**src/rtl/apb_bus_arbiter_if.sv**
```systemverilog
// Requester and APB bus signals of the two-port APB arbiter, bundled for port hookup.
// The master modport is the arbiter side, the slave modport is the environment side.
interface apb_bus_arbiter_if #(
    parameter int ADDR_WIDTH = 4,
    parameter int DATA_WIDTH = 8
);
    logic                  req0_valid;
    logic                  req0_write;
    logic [ADDR_WIDTH-1:0] req0_addr;
    logic [DATA_WIDTH-1:0] req0_wdata;
    logic                  req0_done;
    logic [DATA_WIDTH-1:0] req0_rdata;
    logic                  req0_err;

    logic                  req1_valid;
    logic                  req1_write;
    logic [ADDR_WIDTH-1:0] req1_addr;
    logic [DATA_WIDTH-1:0] req1_wdata;
    logic                  req1_done;
    logic [DATA_WIDTH-1:0] req1_rdata;
    logic                  req1_err;

    logic                  psel;
    logic                  penable;
    logic                  pwrite;
    logic [ADDR_WIDTH-1:0] paddr;
    logic [DATA_WIDTH-1:0] pwdata;
    logic [DATA_WIDTH-1:0] prdata;
    logic                  pready;
    logic                  pslverr;

    modport master (
        input  req0_valid, req0_write, req0_addr, req0_wdata,
        output req0_done, req0_rdata, req0_err,
        input  req1_valid, req1_write, req1_addr, req1_wdata,
        output req1_done, req1_rdata, req1_err,
        output psel, penable, pwrite, paddr, pwdata,
        input  prdata, pready, pslverr
    );

    modport slave (
        output req0_valid, req0_write, req0_addr, req0_wdata,
        input  req0_done, req0_rdata, req0_err,
        output req1_valid, req1_write, req1_addr, req1_wdata,
        input  req1_done, req1_rdata, req1_err,
        input  psel, penable, pwrite, paddr, pwdata,
        output prdata, pready, pslverr
    );
endinterface

```
**src/rtl/apb_bus_arbiter.sv**
```systemverilog
// Two-requester APB3 master: round-robin grant, SETUP/ACCESS sequencing,
// per-port completion pulse with read data/error, and an ACCESS wait-state timeout.
module apb_bus_arbiter #(
    parameter int ADDR_WIDTH = 4,
    parameter int DATA_WIDTH = 8,
    parameter int TIMEOUT    = 15
) (
    input logic               pclk,
    input logic               presetn,
    apb_bus_arbiter_if.master bus
);
    typedef enum logic [1:0] {IDLE, SETUP, ACCESS} state_t;

    localparam logic [7:0] TO_LAST = 8'(TIMEOUT - 1);

    state_t                state_q, state_d;
    logic                  prio_q, prio_d;
    logic                  gnt_q, gnt_d;
    logic [7:0]            wait_q, wait_d;
    logic                  psel_q, psel_d;
    logic                  penable_q, penable_d;
    logic                  pwrite_q, pwrite_d;
    logic [ADDR_WIDTH-1:0] paddr_q, paddr_d;
    logic [DATA_WIDTH-1:0] pwdata_q, pwdata_d;
    logic                  done0_q, done0_d;
    logic                  done1_q, done1_d;
    logic [DATA_WIDTH-1:0] rdata0_q, rdata0_d;
    logic [DATA_WIDTH-1:0] rdata1_q, rdata1_d;
    logic                  err0_q, err0_d;
    logic                  err1_q, err1_d;

    logic                  g;
    logic                  cmp;
    logic                  cmp_err;
    logic [DATA_WIDTH-1:0] cmp_rdata;

    always_comb begin
        state_d   = state_q;
        prio_d    = prio_q;
        gnt_d     = gnt_q;
        wait_d    = wait_q;
        psel_d    = psel_q;
        penable_d = penable_q;
        pwrite_d  = pwrite_q;
        paddr_d   = paddr_q;
        pwdata_d  = pwdata_q;
        done0_d   = 1'b0;
        done1_d   = 1'b0;
        rdata0_d  = rdata0_q;
        rdata1_d  = rdata1_q;
        err0_d    = err0_q;
        err1_d    = err1_q;
        g         = 1'b0;
        cmp       = 1'b0;
        cmp_err   = 1'b0;
        cmp_rdata = '0;

        case (state_q)
            IDLE: begin
                if (bus.req0_valid || bus.req1_valid) begin
                    // prio_q names the port that wins a tie; it flips away from every grant
                    g         = (bus.req0_valid && bus.req1_valid) ? prio_q : bus.req1_valid;
                    gnt_d     = g;
                    prio_d    = ~g;
                    pwrite_d  = g ? bus.req1_write : bus.req0_write;
                    paddr_d   = g ? bus.req1_addr  : bus.req0_addr;
                    pwdata_d  = g ? bus.req1_wdata : bus.req0_wdata;
                    psel_d    = 1'b1;
                    penable_d = 1'b0;
                    state_d   = SETUP;
                end
            end
            SETUP: begin
                penable_d = 1'b1;
                state_d   = ACCESS;
            end
            ACCESS: begin
                if (bus.pready) begin
                    cmp       = 1'b1;
                    cmp_err   = bus.pslverr;
                    cmp_rdata = (pwrite_q || bus.pslverr) ? '0 : bus.prdata;
                end else if (wait_q == TO_LAST) begin
                    cmp     = 1'b1;
                    cmp_err = 1'b1;
                end else begin
                    wait_d = wait_q + 8'd1;
                end
            end
            default: state_d = IDLE;
        endcase

        if (cmp) begin
            psel_d    = 1'b0;
            penable_d = 1'b0;
            wait_d    = '0;
            state_d   = IDLE;
            if (gnt_q) begin
                done1_d  = 1'b1;
                err1_d   = cmp_err;
                rdata1_d = cmp_rdata;
            end else begin
                done0_d  = 1'b1;
                err0_d   = cmp_err;
                rdata0_d = cmp_rdata;
            end
        end
    end

    always_ff @(posedge pclk or negedge presetn) begin
        if (!presetn) begin
            state_q   <= IDLE;
            prio_q    <= 1'b0;
            gnt_q     <= 1'b0;
            wait_q    <= '0;
            psel_q    <= 1'b0;
            penable_q <= 1'b0;
            pwrite_q  <= 1'b0;
            paddr_q   <= '0;
            pwdata_q  <= '0;
            done0_q   <= 1'b0;
            done1_q   <= 1'b0;
            rdata0_q  <= '0;
            rdata1_q  <= '0;
            err0_q    <= 1'b0;
            err1_q    <= 1'b0;
        end else begin
            state_q   <= state_d;
            prio_q    <= prio_d;
            gnt_q     <= gnt_d;
            wait_q    <= wait_d;
            psel_q    <= psel_d;
            penable_q <= penable_d;
            pwrite_q  <= pwrite_d;
            paddr_q   <= paddr_d;
            pwdata_q  <= pwdata_d;
            done0_q   <= done0_d;
            done1_q   <= done1_d;
            rdata0_q  <= rdata0_d;
            rdata1_q  <= rdata1_d;
            err0_q    <= err0_d;
            err1_q    <= err1_d;
        end
    end

    assign bus.psel       = psel_q;
    assign bus.penable    = penable_q;
    assign bus.pwrite     = pwrite_q;
    assign bus.paddr      = paddr_q;
    assign bus.pwdata     = pwdata_q;
    assign bus.req0_done  = done0_q;
    assign bus.req0_rdata = rdata0_q;
    assign bus.req0_err   = err0_q;
    assign bus.req1_done  = done1_q;
    assign bus.req1_rdata = rdata1_q;
    assign bus.req1_err   = err1_q;
endmodule

```
**src/flat_wrapper.sv**
```systemverilog
// flat-port wrapper written by rule: the top's interface ports become plain ports
module apb_bus_arbiter_flat 
#(
    parameter int ADDR_WIDTH = 4,
    parameter int DATA_WIDTH = 8,
    parameter int TIMEOUT    = 15
)
  (pclk, presetn, bus_req0_valid, bus_req0_write, bus_req0_addr, bus_req0_wdata, bus_req0_done, bus_req0_rdata, bus_req0_err, bus_req1_valid, bus_req1_write, bus_req1_addr, bus_req1_wdata, bus_req1_done, bus_req1_rdata, bus_req1_err, bus_psel, bus_penable, bus_pwrite, bus_paddr, bus_pwdata, bus_prdata, bus_pready, bus_pslverr);
  apb_bus_arbiter_if #(.ADDR_WIDTH(ADDR_WIDTH), .DATA_WIDTH(DATA_WIDTH)) bus_i ();
  input logic pclk;
  input logic presetn;
  input wire logic [$bits(bus_i.req0_valid)-1:0] bus_req0_valid;
  input wire logic [$bits(bus_i.req0_write)-1:0] bus_req0_write;
  input wire logic [$bits(bus_i.req0_addr)-1:0] bus_req0_addr;
  input wire logic [$bits(bus_i.req0_wdata)-1:0] bus_req0_wdata;
  output wire logic [$bits(bus_i.req0_done)-1:0] bus_req0_done;
  output wire logic [$bits(bus_i.req0_rdata)-1:0] bus_req0_rdata;
  output wire logic [$bits(bus_i.req0_err)-1:0] bus_req0_err;
  input wire logic [$bits(bus_i.req1_valid)-1:0] bus_req1_valid;
  input wire logic [$bits(bus_i.req1_write)-1:0] bus_req1_write;
  input wire logic [$bits(bus_i.req1_addr)-1:0] bus_req1_addr;
  input wire logic [$bits(bus_i.req1_wdata)-1:0] bus_req1_wdata;
  output wire logic [$bits(bus_i.req1_done)-1:0] bus_req1_done;
  output wire logic [$bits(bus_i.req1_rdata)-1:0] bus_req1_rdata;
  output wire logic [$bits(bus_i.req1_err)-1:0] bus_req1_err;
  output wire logic [$bits(bus_i.psel)-1:0] bus_psel;
  output wire logic [$bits(bus_i.penable)-1:0] bus_penable;
  output wire logic [$bits(bus_i.pwrite)-1:0] bus_pwrite;
  output wire logic [$bits(bus_i.paddr)-1:0] bus_paddr;
  output wire logic [$bits(bus_i.pwdata)-1:0] bus_pwdata;
  input wire logic [$bits(bus_i.prdata)-1:0] bus_prdata;
  input wire logic [$bits(bus_i.pready)-1:0] bus_pready;
  input wire logic [$bits(bus_i.pslverr)-1:0] bus_pslverr;
  assign bus_i.req0_valid = bus_req0_valid;
  assign bus_i.req0_write = bus_req0_write;
  assign bus_i.req0_addr = bus_req0_addr;
  assign bus_i.req0_wdata = bus_req0_wdata;
  assign bus_req0_done = bus_i.req0_done;
  assign bus_req0_rdata = bus_i.req0_rdata;
  assign bus_req0_err = bus_i.req0_err;
  assign bus_i.req1_valid = bus_req1_valid;
  assign bus_i.req1_write = bus_req1_write;
  assign bus_i.req1_addr = bus_req1_addr;
  assign bus_i.req1_wdata = bus_req1_wdata;
  assign bus_req1_done = bus_i.req1_done;
  assign bus_req1_rdata = bus_i.req1_rdata;
  assign bus_req1_err = bus_i.req1_err;
  assign bus_psel = bus_i.psel;
  assign bus_penable = bus_i.penable;
  assign bus_pwrite = bus_i.pwrite;
  assign bus_paddr = bus_i.paddr;
  assign bus_pwdata = bus_i.pwdata;
  assign bus_i.prdata = bus_prdata;
  assign bus_i.pready = bus_pready;
  assign bus_i.pslverr = bus_pslverr;
  apb_bus_arbiter #(.ADDR_WIDTH(ADDR_WIDTH), .DATA_WIDTH(DATA_WIDTH), .TIMEOUT(TIMEOUT)) u_core (.pclk(pclk), .presetn(presetn), .bus(bus_i));
endmodule
```
**config.mk**
```make
export PLATFORM = sky130hd
export DESIGN_NAME = apb_bus_arbiter_flat
export DESIGN_NICKNAME = d
export VERILOG_FILES = /design/src/rtl/apb_bus_arbiter_if.sv /design/src/rtl/apb_bus_arbiter.sv /design/src/flat_wrapper.sv
export SDC_FILE = /design/constraint.sdc
export NUM_CORES = 1
export LEC_CHECK = 0
export ABC_AREA = 1
export BUFFER_PORTS_ARGS = -buffer_cell sky130_fd_sc_hd__clkbuf_2
export CAP_MARGIN = 15
export CORE_ASPECT_RATIO = 2
export CORE_MARGIN = 8
export CORE_UTILIZATION = 45
export CTS_CLUSTER_SIZE = 16
export DETAILED_ROUTE_END_ITERATION = 6
export GPL_ROUTABILITY_DRIVEN = 1
export GPL_TIMING_DRIVEN = 0
export PLACE_DENSITY = 0.78
export SETUP_SLACK_MARGIN = 0.02
export SYNTH_ARGS = -nofsm -noshare
export SYNTH_HDL_FRONTEND = slang
export SYNTH_SLANG_ARGS = --single-unit
```
**constraint.sdc**
```tcl
create_clock -name pclk -period 1.43 [get_ports pclk]
set_input_delay 0.143 -clock pclk [delete_from_list [all_inputs] [get_ports pclk]]
set_output_delay 0.143 -clock pclk [all_outputs]
set_load 0.01 [all_outputs]
```
==> run summary <==
POWER AND IR DROP
-------------------------------------------------------------------------------------------------
Switching share of power                                                                   41.32%
Logic pwr share                                                                             42.9%
Power share of the clock group                                                              15.5%
P_int                                                                                     2989 uW
Areal power density over the cells                                                   1716 nW/um^2
Sequential group share of total power                                                       41.6%
Sw Pwr                                                                                    2105 uW
Leakage power summed over all cells                                                   0.001594 uW
Largest voltage drop on the vdd net                                                      1.233 mV

ROUTE
-------------------------------------------------------------------------------------------------
DRC marker count from the first detailed-route iteration                                       50
Via density per instance                                                                    5.007
Routed vias                                                                                  2058
Post-route antenna net violation count                                                          0
Drc violations                                                                                  0
Average wire per standard cell                                                           14.41 um
First-pass iteration count of the detailed router                                               4
WL final                                                                                  5921 um

FINAL LAYOUT
-------------------------------------------------------------------------------------------------
FF+latch area                                                                           1176 um^2
Layout overhead on the synthesized area                                                    33.02%
Area of combinational cells with multiple inputs                                        1023 um^2
Layout fillers                                                                                427
Number of antenna cells inserted                                                                0
Ratio of cells with drive above 1 in the final layout                                      37.85%
Cell area after layout                                                                  2969 um^2
Net count reported at finish                                                                  395
Number of non-filler instances in the completed layout                                        411

FLOORPLAN
-------------------------------------------------------------------------------------------------
Effective utilization at floorplan                                                         46.31%
Core ar.                                                                                4820 um^2
I/O pin total                                                                                  75
Die Area                                                                                7606 um^2
Die Wd                                                                                   65.80 um
Std cell rows                                                                                  36
Height of the die                                                                        115.6 um

STATUS
-------------------------------------------------------------------------------------------------
Violated checks                                                                      setup timing
Status                                                                               finished with violations

WORST SETUP PATH
-------------------------------------------------------------------------------------------------
Worst setup EP type                                                                     flip-flop
Worst setup path endpoint                                                            u_core.bus.req1_err
Endpoint arrival time on the critical path                                                1.65 ns
Origin of the critical flop-to-flop path                                             u_core.wait_q[0]
Worst-case reg-to-reg path depth                                                                8
Maximum net fanout on the critical path                                                         7
Launch point of the critical path                                                    u_core.wait_q[0]
Worst reg-to-reg setup slack                                                             -0.02 ns
Critical path data required time                                                          1.62 ns
Startpoint types                                                                        flip-flop
Crit Path Category                                                                   flip-flop to flip-flop
Worst r2r dst                                                                        u_core.bus.req1_err

GRT
-------------------------------------------------------------------------------------------------
Vias in the first global route                                                               2199
Largest net degree at the start of global routing                                              48
Total track usage                                                                          16.34%
Number of antenna violations at the first check in global routing                               0
First-pass GRT wire length                                                                9860 um
GRT Residual Overflow                                                                           0

PLACE
-------------------------------------------------------------------------------------------------
Instance area after placement                                                           2674 um^2
Final RePlAce weighted congestion                                                          0.8584
Detailed Place HPWL                                                                       4507 um
Placed insts                                                                                  392
Count of input and output buffers                                                              74

SYNTH
-------------------------------------------------------------------------------------------------
Post-synth EDFFs                                                                                0
Per-instance average area after synthesis                                              8.552 um^2
Register bit total from synthesis                                                              47
Yosys warns                                                                                     0
Leading register cell type out of synthesis                                          sky130_fd_sc_hd__dfrtp_1
Number of distinct library cell variants in the gate-level netlist after synthesis             26
Net Count, Synth                                                                              303
Post-synthesis cell area                                                                2232 um^2
Cells after Synth                                                                             261
Sequential-to-total area share from yosys stat                                             52.69%
Async set-or-reset flop fraction in the synthesized netlist                                100.0%

MIN PATH
-------------------------------------------------------------------------------------------------
Type of the tightest min-delay check                                                 input pin to flip-flop

CLOCK NETWORK
-------------------------------------------------------------------------------------------------
Root buffer selected by CTS                                                          sky130_fd_sc_hd__clkbuf_8
Clock latency on the worst-skew pair                                                      0.30 ns
Number of H-tree branching levels                                                               2
Clock Pin Slew Worst Setup and Hold Paths                                                 0.09 ns
Buffer depth of the longest clock path                                                          2
Number of buffers created by CTS                                                                5
TritonCTS clock tree                                                                         done
Number of sinks on the clock net                                                               47

RUN
-------------------------------------------------------------------------------------------------
Max cap viols                                                                                   0

STA
-------------------------------------------------------------------------------------------------
Count of endpoints failing setup in the final report                                           13
Post-route worst setup slack                                                          -0.02287 ns
Setup repair after global routing missed its margin                                           yes
Setup clock skew after layout                                                          0.01034 ns
Worst slew margin                                                                          74.05%
Final Max Slew Viols                                                                            0
Transition time of the tightest slew-check pin                                          0.3869 ns
Final hold violations                                                                           0
Shortest clock period the worst path allows after layout                                 1.453 ns
Top achievable clock speed                                                              688.3 MHz
Final Cycle Share                                                                          101.6%

[logic make-up (layout without fill, tap and decap cells)]
logic type | Yosys count | after routing | synth area share, %
DFF | 47 | 47 | 52.69
adders and majority gates | 2 | 2 | 1.121
and+or+nand+nor | 148 | 150 | 30.49
xor gates and xnor gates | 1 | 1 | 0.3924
AOI/OAI and AO/OA | 34 | 34 | 8.800
buffers and inverters | 29 | 120 | 6.502
[critical path: stages, from the launching register on]
cell and delay [ns]:
sky130_fd_sc_hd__dfrtp_1 0.40, sky130_fd_sc_hd__inv_2 0.09, sky130_fd_sc_hd__ha_4 0.14, sky130_fd_sc_hd__nand3_4 0.08, sky130_fd_sc_hd__o21bai_4 0.21, sky130_fd_sc_hd__buf_8 0.17
sky130_fd_sc_hd__nand3_4 0.12, sky130_fd_sc_hd__nand2_2 0.09, sky130_fd_sc_hd__nand2_1 0.05
[flip-flops by register name, summed over array words and instances, names as in the netlist, 2 cells and up]
name,cells
u_core.bus.paddr,4
u_core.bus.req1_rdata,8
u_core.bus.pwdata,8
u_core.wait_q,8
u_core.state_q,2
u_core.bus.req0_rdata,8
[repair_timing]
item,4_1_cts,5_1_grt
setup endpoints to repair,27,38
cloned,3,0
hold buffers,0,1
endpoints found under the hold margin,0,12
setup buffers,5,1
gates resized for setup,8,22
pin swaps,4,3
[Yosys cell counts, types with 4 or more instances]
library cell	n	area share, %
sky130_fd_sc_hd__nor2_1	36	6.1
sky130_fd_sc_hd__inv_1	17	2.9
sky130_fd_sc_hd__o21ai_1	13	2.9
sky130_fd_sc_hd__nand2_1	78	13
sky130_fd_sc_hd__o21ai_2	4	1.6
sky130_fd_sc_hd__nand4_1	19	5.3
sky130_fd_sc_hd__nand3_1	9	2.0
sky130_fd_sc_hd__o21ai_0	13	2.9
sky130_fd_sc_hd__buf_6	4	2.0
sky130_fd_sc_hd__dfrtp_1	47	53
[stage by stage]
stage               total power (uW)  worst slack (ns)  util, %  hold slack (ns)  setup TNS, ns
floorplan                       3311           0.08247        -          -0.1526              0
global placement                3967          -0.03107    55.48           0.4014        -0.4964
detailed placement              4033          -0.06339    55.48           0.4107         -1.043
CTS                             5015           0.01043    59.50          0.09407              0
global route                    5460          -0.09410    61.60           0.1057         -1.545
finish                          5094          -0.02287    61.60           0.1018        -0.1559
[placed cells by master (no fill, tap or decap), drive strengths merged, types with 2 or more instances in the layout]
master / count
nand3: 13
clkbuf: 82
clkinv: 2
ha: 2
inv: 19
nand4: 19
nand2: 79
nor2: 38
o21ai: 30
buf: 15
dfrtp: 47
[power by group through the flow]
stage          Sequential, uW  Combinational [uW]  Clock [uW]
2_1_floorplan            2200                1110           0
3_3_place_gp             2080                1890           0
3_5_place_dp             2100                1940           0
4_1_cts                  2090                2130         796
5_1_grt                  2170                2440         846
6_report                 2120                2190         790
[metal layers]
layer  wire length [um]  vias to the layer above  GRT usage (%)
met4                134                        0          7.331
met3                359                       10          4.163
met5                  0                        -              0
met2               3424                       55          32.46
met1               2003                      959          14.16
li1                   -                     1034              -
[layout make-up]
class | instances | area share, %
Multi-Input combinational cell | 187 | 34.47
Sequential cell | 47 | 39.61
Tap cell | 57 | 2.402
Clock buffer | 6 | 2.444
Timing Repair Buffer | 83 | 15.59
Inverter | 20 | 2.528
Buffer | 9 | 2.528
Clock inverter | 2 | 0.4214
[how the worst min path moves through the flow]
stage                      start  depth (start not counted)                   end
5_1_grt        bus_req1_wdata[1]                          3  u_core.bus.pwdata[1]
2_1_floorplan            presetn                          0   u_core.bus.paddr[0]
4_1_cts                  presetn                          1  u_core.bus.req1_done
6_report        bus_req1_addr[2]                          3   u_core.bus.paddr[2]
3_3_place_gp    bus_req1_addr[2]                          3   u_core.bus.paddr[2]
3_5_place_dp    bus_req1_addr[2]                          3   u_core.bus.paddr[2]
Power figures use the tool's default switching activity.
